<file path="config.mk">
export PLATFORM = sky130hd
export DESIGN_NAME = ucsbece154b_icache
export DESIGN_NICKNAME = d
export VERILOG_FILES = /design/src/rtl/ucsbece154b_icache.sv
export SDC_FILE = /design/constraint.sdc
export NUM_CORES = 1
export LEC_CHECK = 0
export BUFFER_PORTS_ARGS = -buffer_cell sky130_fd_sc_hd__buf_2
export CORE_MARGIN = 3
export CORE_UTILIZATION = 42
export CTS_CLUSTER_DIAMETER = 50
export CTS_CLUSTER_SIZE = 10
export DETAILED_ROUTE_END_ITERATION = 12
export PLACE_DENSITY = 0.68
export SLEW_MARGIN = 20
export SYNTH_ARGS = -nofsm -noshare
export SYNTH_HDL_FRONTEND = slang
export SYNTH_SLANG_ARGS = --single-unit
</file>
<file path="constraint.sdc">
create_clock -name clk -period 4 [get_ports clk]
set_input_delay 0.4 -clock clk [delete_from_list [all_inputs] [get_ports clk]]
set_output_delay 0.4 -clock clk [all_outputs]
set_load 0.05 [all_outputs]
</file>
<file path="src/rtl/ucsbece154b_icache.sv">
`default_nettype none
// ============================================================================
//  Module   : ucsbece154b_icache
//  Purpose  : Direct-mapped instruction cache for the pipelined core's fetch
//             port. A hit returns the instruction combinationally in the same
//             cycle. A miss raises stall_o and refills one line from backing
//             memory using a request/ack handshake followed by data beats.
//  Ports    : clk          - single clock, all state updates on posedge
//             reset        - synchronous, active-low (low = reset)
//             pc_i         - fetch byte address (PCF)
//             instr_o      - instruction for pc_i, valid while stall_o = 0
//             stall_o      - instruction unavailable, core must hold PC
//             mem_req_o    - refill request, held until mem_ack_i
//             mem_addr_o   - line-aligned refill byte address
//             mem_ack_i    - memory accepted the request
//             mem_valid_i  - one refill beat is valid this cycle
//             mem_data_i   - refill beat data, word 0 first
//             hit_count_o  - saturating hit counter  (ICACHE_PERF_EN only)
//             miss_count_o - saturating miss counter (ICACHE_PERF_EN only)
//  Options  : define ICACHE_PERF_EN to add the hit/miss counters.
//  Revision : 1.0 - initial release
// ============================================================================
module ucsbece154b_icache #(
   parameter int NUM_SETS      = 8,
   parameter int BLOCK_WORDS   = 4,
   parameter int MEM_ADDR_BITS = 32
) (
   input  logic                     clk,
   input  logic                     reset,
   input  logic [31:0]              pc_i,
   output logic [31:0]              instr_o,
   output logic                     stall_o,
   output logic                     mem_req_o,
   output logic [MEM_ADDR_BITS-1:0] mem_addr_o,
   input  logic                     mem_ack_i,
   input  logic                     mem_valid_i,
   input  logic [31:0]              mem_data_i
`ifdef ICACHE_PERF_EN
   ,
   output logic [31:0]              hit_count_o,
   output logic [31:0]              miss_count_o
`endif
);

   localparam int OFF_BITS = $clog2(BLOCK_WORDS);
   localparam int IDX_BITS = $clog2(NUM_SETS);
   localparam int TAG_BITS = 32 - IDX_BITS - OFF_BITS - 2;

   localparam logic [31:0]         c_NOP       = 32'h0000_0013;
   localparam logic [OFF_BITS-1:0] c_LAST_BEAT = OFF_BITS'(BLOCK_WORDS - 1);
   localparam logic [OFF_BITS-1:0] c_BEAT_ONE  = OFF_BITS'(1);

   typedef enum logic [1:0] {
      S_IDLE   = 2'd0,
      S_REQ    = 2'd1,
      S_REFILL = 2'd2
   } state_t;

   state_t               r_state;
   state_t               w_stateNext;

   logic [31:0]          r_data [NUM_SETS][BLOCK_WORDS];
   logic [TAG_BITS-1:0]  r_tags [NUM_SETS];
   logic [NUM_SETS-1:0]  r_valid;

   logic [TAG_BITS-1:0]  r_missTag;
   logic [IDX_BITS-1:0]  r_missIndex;
   logic [OFF_BITS-1:0]  r_beatCnt;

   logic [OFF_BITS-1:0]  w_offset;
   logic [IDX_BITS-1:0]  w_index;
   logic [TAG_BITS-1:0]  w_tag;
   logic                 w_hit;
   logic                 w_missLatch;
   logic                 w_beatWrite;
   logic                 w_lastBeat;
   logic [31:0]          w_lineAddr;
   logic                 w_unused_pcLow;

   // Byte-within-word bits never select anything in a word-aligned fetch.
   assign w_unused_pcLow = ^pc_i[1:0];

   assign w_offset = pc_i[OFF_BITS+1:2];
   assign w_index  = pc_i[OFF_BITS+IDX_BITS+1:OFF_BITS+2];
   assign w_tag    = pc_i[31:OFF_BITS+IDX_BITS+2];
   assign w_hit    = r_valid[w_index] && (r_tags[w_index] == w_tag);

   assign w_lineAddr = {r_missTag, r_missIndex, {(OFF_BITS+2){1'b0}}};
   assign mem_addr_o = reset ? MEM_ADDR_BITS'(w_lineAddr) : '0;

   always_ff @(posedge clk) begin
      if (!reset) begin
         r_state <= S_IDLE;
      end else begin
         r_state <= w_stateNext;
      end
   end

   always_comb begin
      w_stateNext = r_state;
      instr_o     = c_NOP;
      stall_o     = 1'b0;
      mem_req_o   = 1'b0;
      w_missLatch = 1'b0;
      w_beatWrite = 1'b0;
      w_lastBeat  = 1'b0;

      case (r_state)
         S_IDLE: begin
            if (w_hit) begin
               instr_o = r_data[w_index][w_offset];
            end else begin
               stall_o     = 1'b1;
               w_missLatch = 1'b1;
               w_stateNext = S_REQ;
            end
         end
         S_REQ: begin
            stall_o   = 1'b1;
            mem_req_o = 1'b1;
            if (mem_ack_i) begin
               w_stateNext = S_REFILL;
            end
         end
         S_REFILL: begin
            stall_o = 1'b1;
            if (mem_valid_i) begin
               w_beatWrite = 1'b1;
               if (r_beatCnt == c_LAST_BEAT) begin
                  w_lastBeat  = 1'b1;
                  w_stateNext = S_IDLE;
               end
            end
         end
         default: begin
            w_stateNext = S_IDLE;
         end
      endcase

      // Reset overrides everything: no stall, no request, no array writes.
      if (!reset) begin
         w_stateNext = S_IDLE;
         instr_o     = c_NOP;
         stall_o     = 1'b0;
         mem_req_o   = 1'b0;
         w_missLatch = 1'b0;
         w_beatWrite = 1'b0;
         w_lastBeat  = 1'b0;
      end
   end

   always_ff @(posedge clk) begin
      if (!reset) begin
         r_valid     <= '0;
         r_beatCnt   <= '0;
         r_missTag   <= '0;
         r_missIndex <= '0;
      end else begin
         if (w_missLatch) begin
            r_missTag   <= w_tag;
            r_missIndex <= w_index;
         end
         if ((r_state == S_REQ) && mem_ack_i) begin
            r_beatCnt <= '0;
         end else if (w_beatWrite) begin
            r_beatCnt <= r_beatCnt + c_BEAT_ONE;
         end
         // The line only becomes visible once every word has landed.
         if (w_lastBeat) begin
            r_valid[r_missIndex] <= 1'b1;
         end
      end
   end

   // Data and tag storage carry no reset; the valid bits guard them.
   always_ff @(posedge clk) begin
      if (w_beatWrite) begin
         r_data[r_missIndex][r_beatCnt] <= mem_data_i;
      end
      if (w_lastBeat) begin
         r_tags[r_missIndex] <= r_missTag;
      end
   end

`ifdef ICACHE_PERF_EN
   always_ff @(posedge clk) begin
      if (!reset) begin
         hit_count_o  <= '0;
         miss_count_o <= '0;
      end else begin
         if ((r_state == S_IDLE) && w_hit && (hit_count_o != 32'hFFFF_FFFF)) begin
            hit_count_o <= hit_count_o + 32'd1;
         end
         if (w_missLatch && (miss_count_o != 32'hFFFF_FFFF)) begin
            miss_count_o <= miss_count_o + 32'd1;
         end
      end
   end
`endif

endmodule
`default_nettype wire

</file>
==> results by group <==
Status
  • Status: finished clean

Power
  • Total power: 0.02869 W
  • Switching share of power: 21.53%
  • Clock share of power: 41.1%
  • Sw Pwr: 0.006178 W
  • Static Leakage: 18.23 nW
  • Internal power: 0.02251 W
  • Sequential fraction of design power: 52.3%
  • PD cells: 504.8 mW/mm²
  • Logic pwr share: 6.5%
  • Max IR drop VDD: 0.0004339 V

Timing
  • Final max-slew violation count: 0
  • Slew headroom: 26.19%
  • Skew final: 0.03505 ns
  • F_max: 251.8 MHz
  • Slew @ Worst Pin: 1.104 ns
  • Final Hold Viols: 0
  • Final setup fails: 0
  • RSZ-0062 raised after global routing: yes
  • TNS Setup: 0 ns
  • Final period util: 99.30%
  • Min Tclk post-route: just under 4 ns

Clock tree
  • Worst-skew pair later-pin latency: 0.74 ns
  • Num Clock Sinks: about 1.3k
  • Clk Tree Root Cell: clkbuf_16
  • CTS tree: built
  • CTS clock-pin slew for the worst setup and hold paths: roughly 0.050 ns
  • Max H-tree Level: 4
  • Total CTS buffers: 148
  • Clk buf depth: 3

Worst hold path
  • Hold crit path type: in2reg
  • WHS Path Cells: 1
  • Hold EP: r_data[4][15]
  • Worst Min Path Start: mem_data_i[15]

Worst setup path
  • Setup Crit Path Kind: reg2out
  • Reg2reg end: r_data[0][112]
  • R2R Setup Slk: 0.95 ns
  • Startpoint types: flop
  • Top cell family by delay on the critical path: simple AND/OR/NAND/NOR gates
  • Cells along the critical path: mux4_2, mux2i_1, xor2_1, nand4_1, nor3_2, nand4_2, or2_4, buf_6, a211o_1, buf_6
  • Crit path buf inv count: 2
  • Critical Path End Type: output port
  • CP max FO: 6
  • Critical Path RT: 3.60 ns
  • Max stage delay on crit path: 0.47 ns
  • Worst r2r src: r_state[0]
  • CP max stage cell: mux4_2
  • CP most frequent cell: buf_6
  • Crit path DAT: roughly 3.6 ns
  • R2R depth: 6

GRT
  • GRT Total Usage: a little under a fifth
  • Global-route met3 utilization: approximately 3.8%
  • Largest net degree at the start of global routing: between 90 and 100
  • Global routing usage on met2: around 30%
  • Initial antenna violation count: 10
  • Number of global-route vias before repair: roughly 24k
  • Met1 Usage GRT: 26.57%
  • First-pass GRT wire length: 164,200 µm
  • Grt total ovfl: 0
  • Busiest grt layer: met2

Yosys
  • Syn avg cell area: 23.32 µm²
  • Top_reg_cell synth: edfxtp_1
  • Sequential-to-total area share from yosys stat: a little under 80%
  • Mapped cell area: 0.04866 mm²
  • Post-synth cell types: 44
  • FFs w/ async S/R, synth: 0%
  • Mapped Cells: 2,087
  • Synth Warn #: 0
  • #FFs+latches synth: 1,264
  • EDFF count, synth: roughly 1.2k

Layout
  • Post-layout nets: 2,472
  • Most frequent cells in the layout: edfxtp_1, mux4_2, clkbuf_16
  • Layout Utilization: 49.57%
  • Most common cell after layout, fill and taps aside: edfxtp_1
  • Area growth, synth to finish: 16.80%
  • Layout cells sized above 1: 35.45%
  • Fin cells: between 3k and 4k

Flow run
  • Max-cap violations: 0

Place
  • HPWL Detailed: 59,940 µm
  • RePlAce Congestion: around 0.76
  • I/O Buffers: 127
  • Placed insts: 3,725

Floorplanning
  • Starting Density: 42.44%
  • Die area: between 0.1 and 0.15 mm²
  • Core area: 0.1147 mm²
  • Die X-Extent: 346.4 µm
  • Number of I/O pins: about 130
  • Rows: 124
  • Chip height: approximately 350 µm

Route
  • Post-route ant nets: 0
  • Router iterations before antenna repair: 5
  • Via density: roughly 6
  • Detailed-route via count: between 20k and 25k
  • Routed WL per cell: 28.39 µm
  • Routed Wire Length: around 110,000 µm
  • Initial DRC Count: between 2k and 2.5k
  • DR DRC count: 0
registers in the layout, summed over array words and instances (netlist names):
signal       count
r_state          2
r_missIndex      3
r_beatCnt        2
r_data        1024
r_valid          8
r_tags         200
r_missTag       25
metrics by stage:
stage,hold WS [ns],worst slack [ns],instance area (µm²)
3_5_place_dp,0.4616,-0.3183,52060
4_1_cts,0.09743,-0.08104,56750
2_1_floorplan,0.4354,0.4666,48670
5_1_grt,0.1574,-0.1607,56820
6_report,0.1510,0.02798,56830
3_3_place_gp,0.4420,-0.2876,52060
worst max path at each step:
stage,from,end,slack (ns),depth (start not counted)
after global routing,r_tags[1][5],instr_o[1],-0.16,10
final,r_tags[2][7],instr_o[1],0.03,10
after global placement,pc_i[4],instr_o[1],-0.29,12
after detailed placement,pc_i[4],instr_o[1],-0.32,12
after floorplan,pc_i[4],instr_o[11],0.47,12
after CTS,r_tags[1][5],instr_o[0],-0.08,10
synthesized netlist by cell type, types with 6 or more instances:
| master | instances | area share (%) |
|---|---|---|
| buf_1 | 13 | 0.10 |
| buf_4 | 12 | 0.19 |
| edfxtp_1 | 1224 | 76 |
| o21a_1 | 8 | 0.12 |
| mux2i_1 | 90 | 1.9 |
| nand2_1 | 18 | 0.14 |
| xor2_1 | 21 | 0.38 |
| nor2b_1 | 7 | 0.090 |
| a221oi_1 | 10 | 0.18 |
| buf_2 | 30 | 0.31 |
| mux4_2 | 344 | 16 |
| a22o_1 | 6 | 0.11 |
| buf_6 | 7 | 0.16 |
| inv_1 | 6 | 0.046 |
| ha_1 | 10 | 0.26 |
| a21oi_1 | 6 | 0.062 |
| nor2_1 | 74 | 0.57 |
| dfxtp_1 | 40 | 1.6 |
| and2_1 | 31 | 0.40 |
| mux2_2 | 37 | 0.86 |
| clkbuf_1 | 48 | 0.37 |
| a22oi_1 | 8 | 0.12 |
layout make-up:
cell class | instances | area [µm²]
clock buffer | 177 | 3940
fill | 8869 | 57820
sequential | 1264 | 37560
clock inverter | 16 | 205.2
tap | 1512 | 1892
timing repair buffer | 265 | 2282
antenna | 4 | 10.01
inverter | 6 | 22.52
multi-input combinational | 709 | 10930
power groups by stage:
stage,Combinational (W),Sequential [W],Clock [W]
final,0.00187,0.0150,0.0118
after global routing,0.00199,0.0150,0.0126
after CTS,0.00188,0.0150,0.0120
after floorplan,0.00119,0.0152,0
after global placement,0.00179,0.0152,0
after detailed placement,0.00184,0.0153,0
metal layers:
layer | share of wire, % | up-vias
met1 | 41 | 12430
met5 | 0.022 | -
met3 | 8.5 | 195
met2 | 49 | 1044
li1 | - | 9415
met4 | 2.1 | 4
cells by family (layout without fill, tap and decap cells):
kind of cell	Yosys count	in the layout	share of synthesized area [%]
flip-flops	1264	1264	77.18
AO/OA/AOI/OAI	49	49	0.7714
multiplexers	471	471	18.63
AND/OR/NAND/NOR	153	153	1.543
adder cells (fa/ha/maj)	10	10	0.2571
XOR/XNOR	22	22	0.3960
other	1	8	0.007707
buffers and inverters	117	464	1.214
timing repair:
item | in CTS | in global routing
resized for setup | 75 | 12
endpoints found under the hold margin | 27 | 0
setup endpoints to repair | 32 | 32
gates cloned | 0 | 1
buffers inserted | 1 | 1
pin swaps | 6 | 2
hold buffers | 28 | 0
No activity file was read; power rests on OpenSTA's default activity.
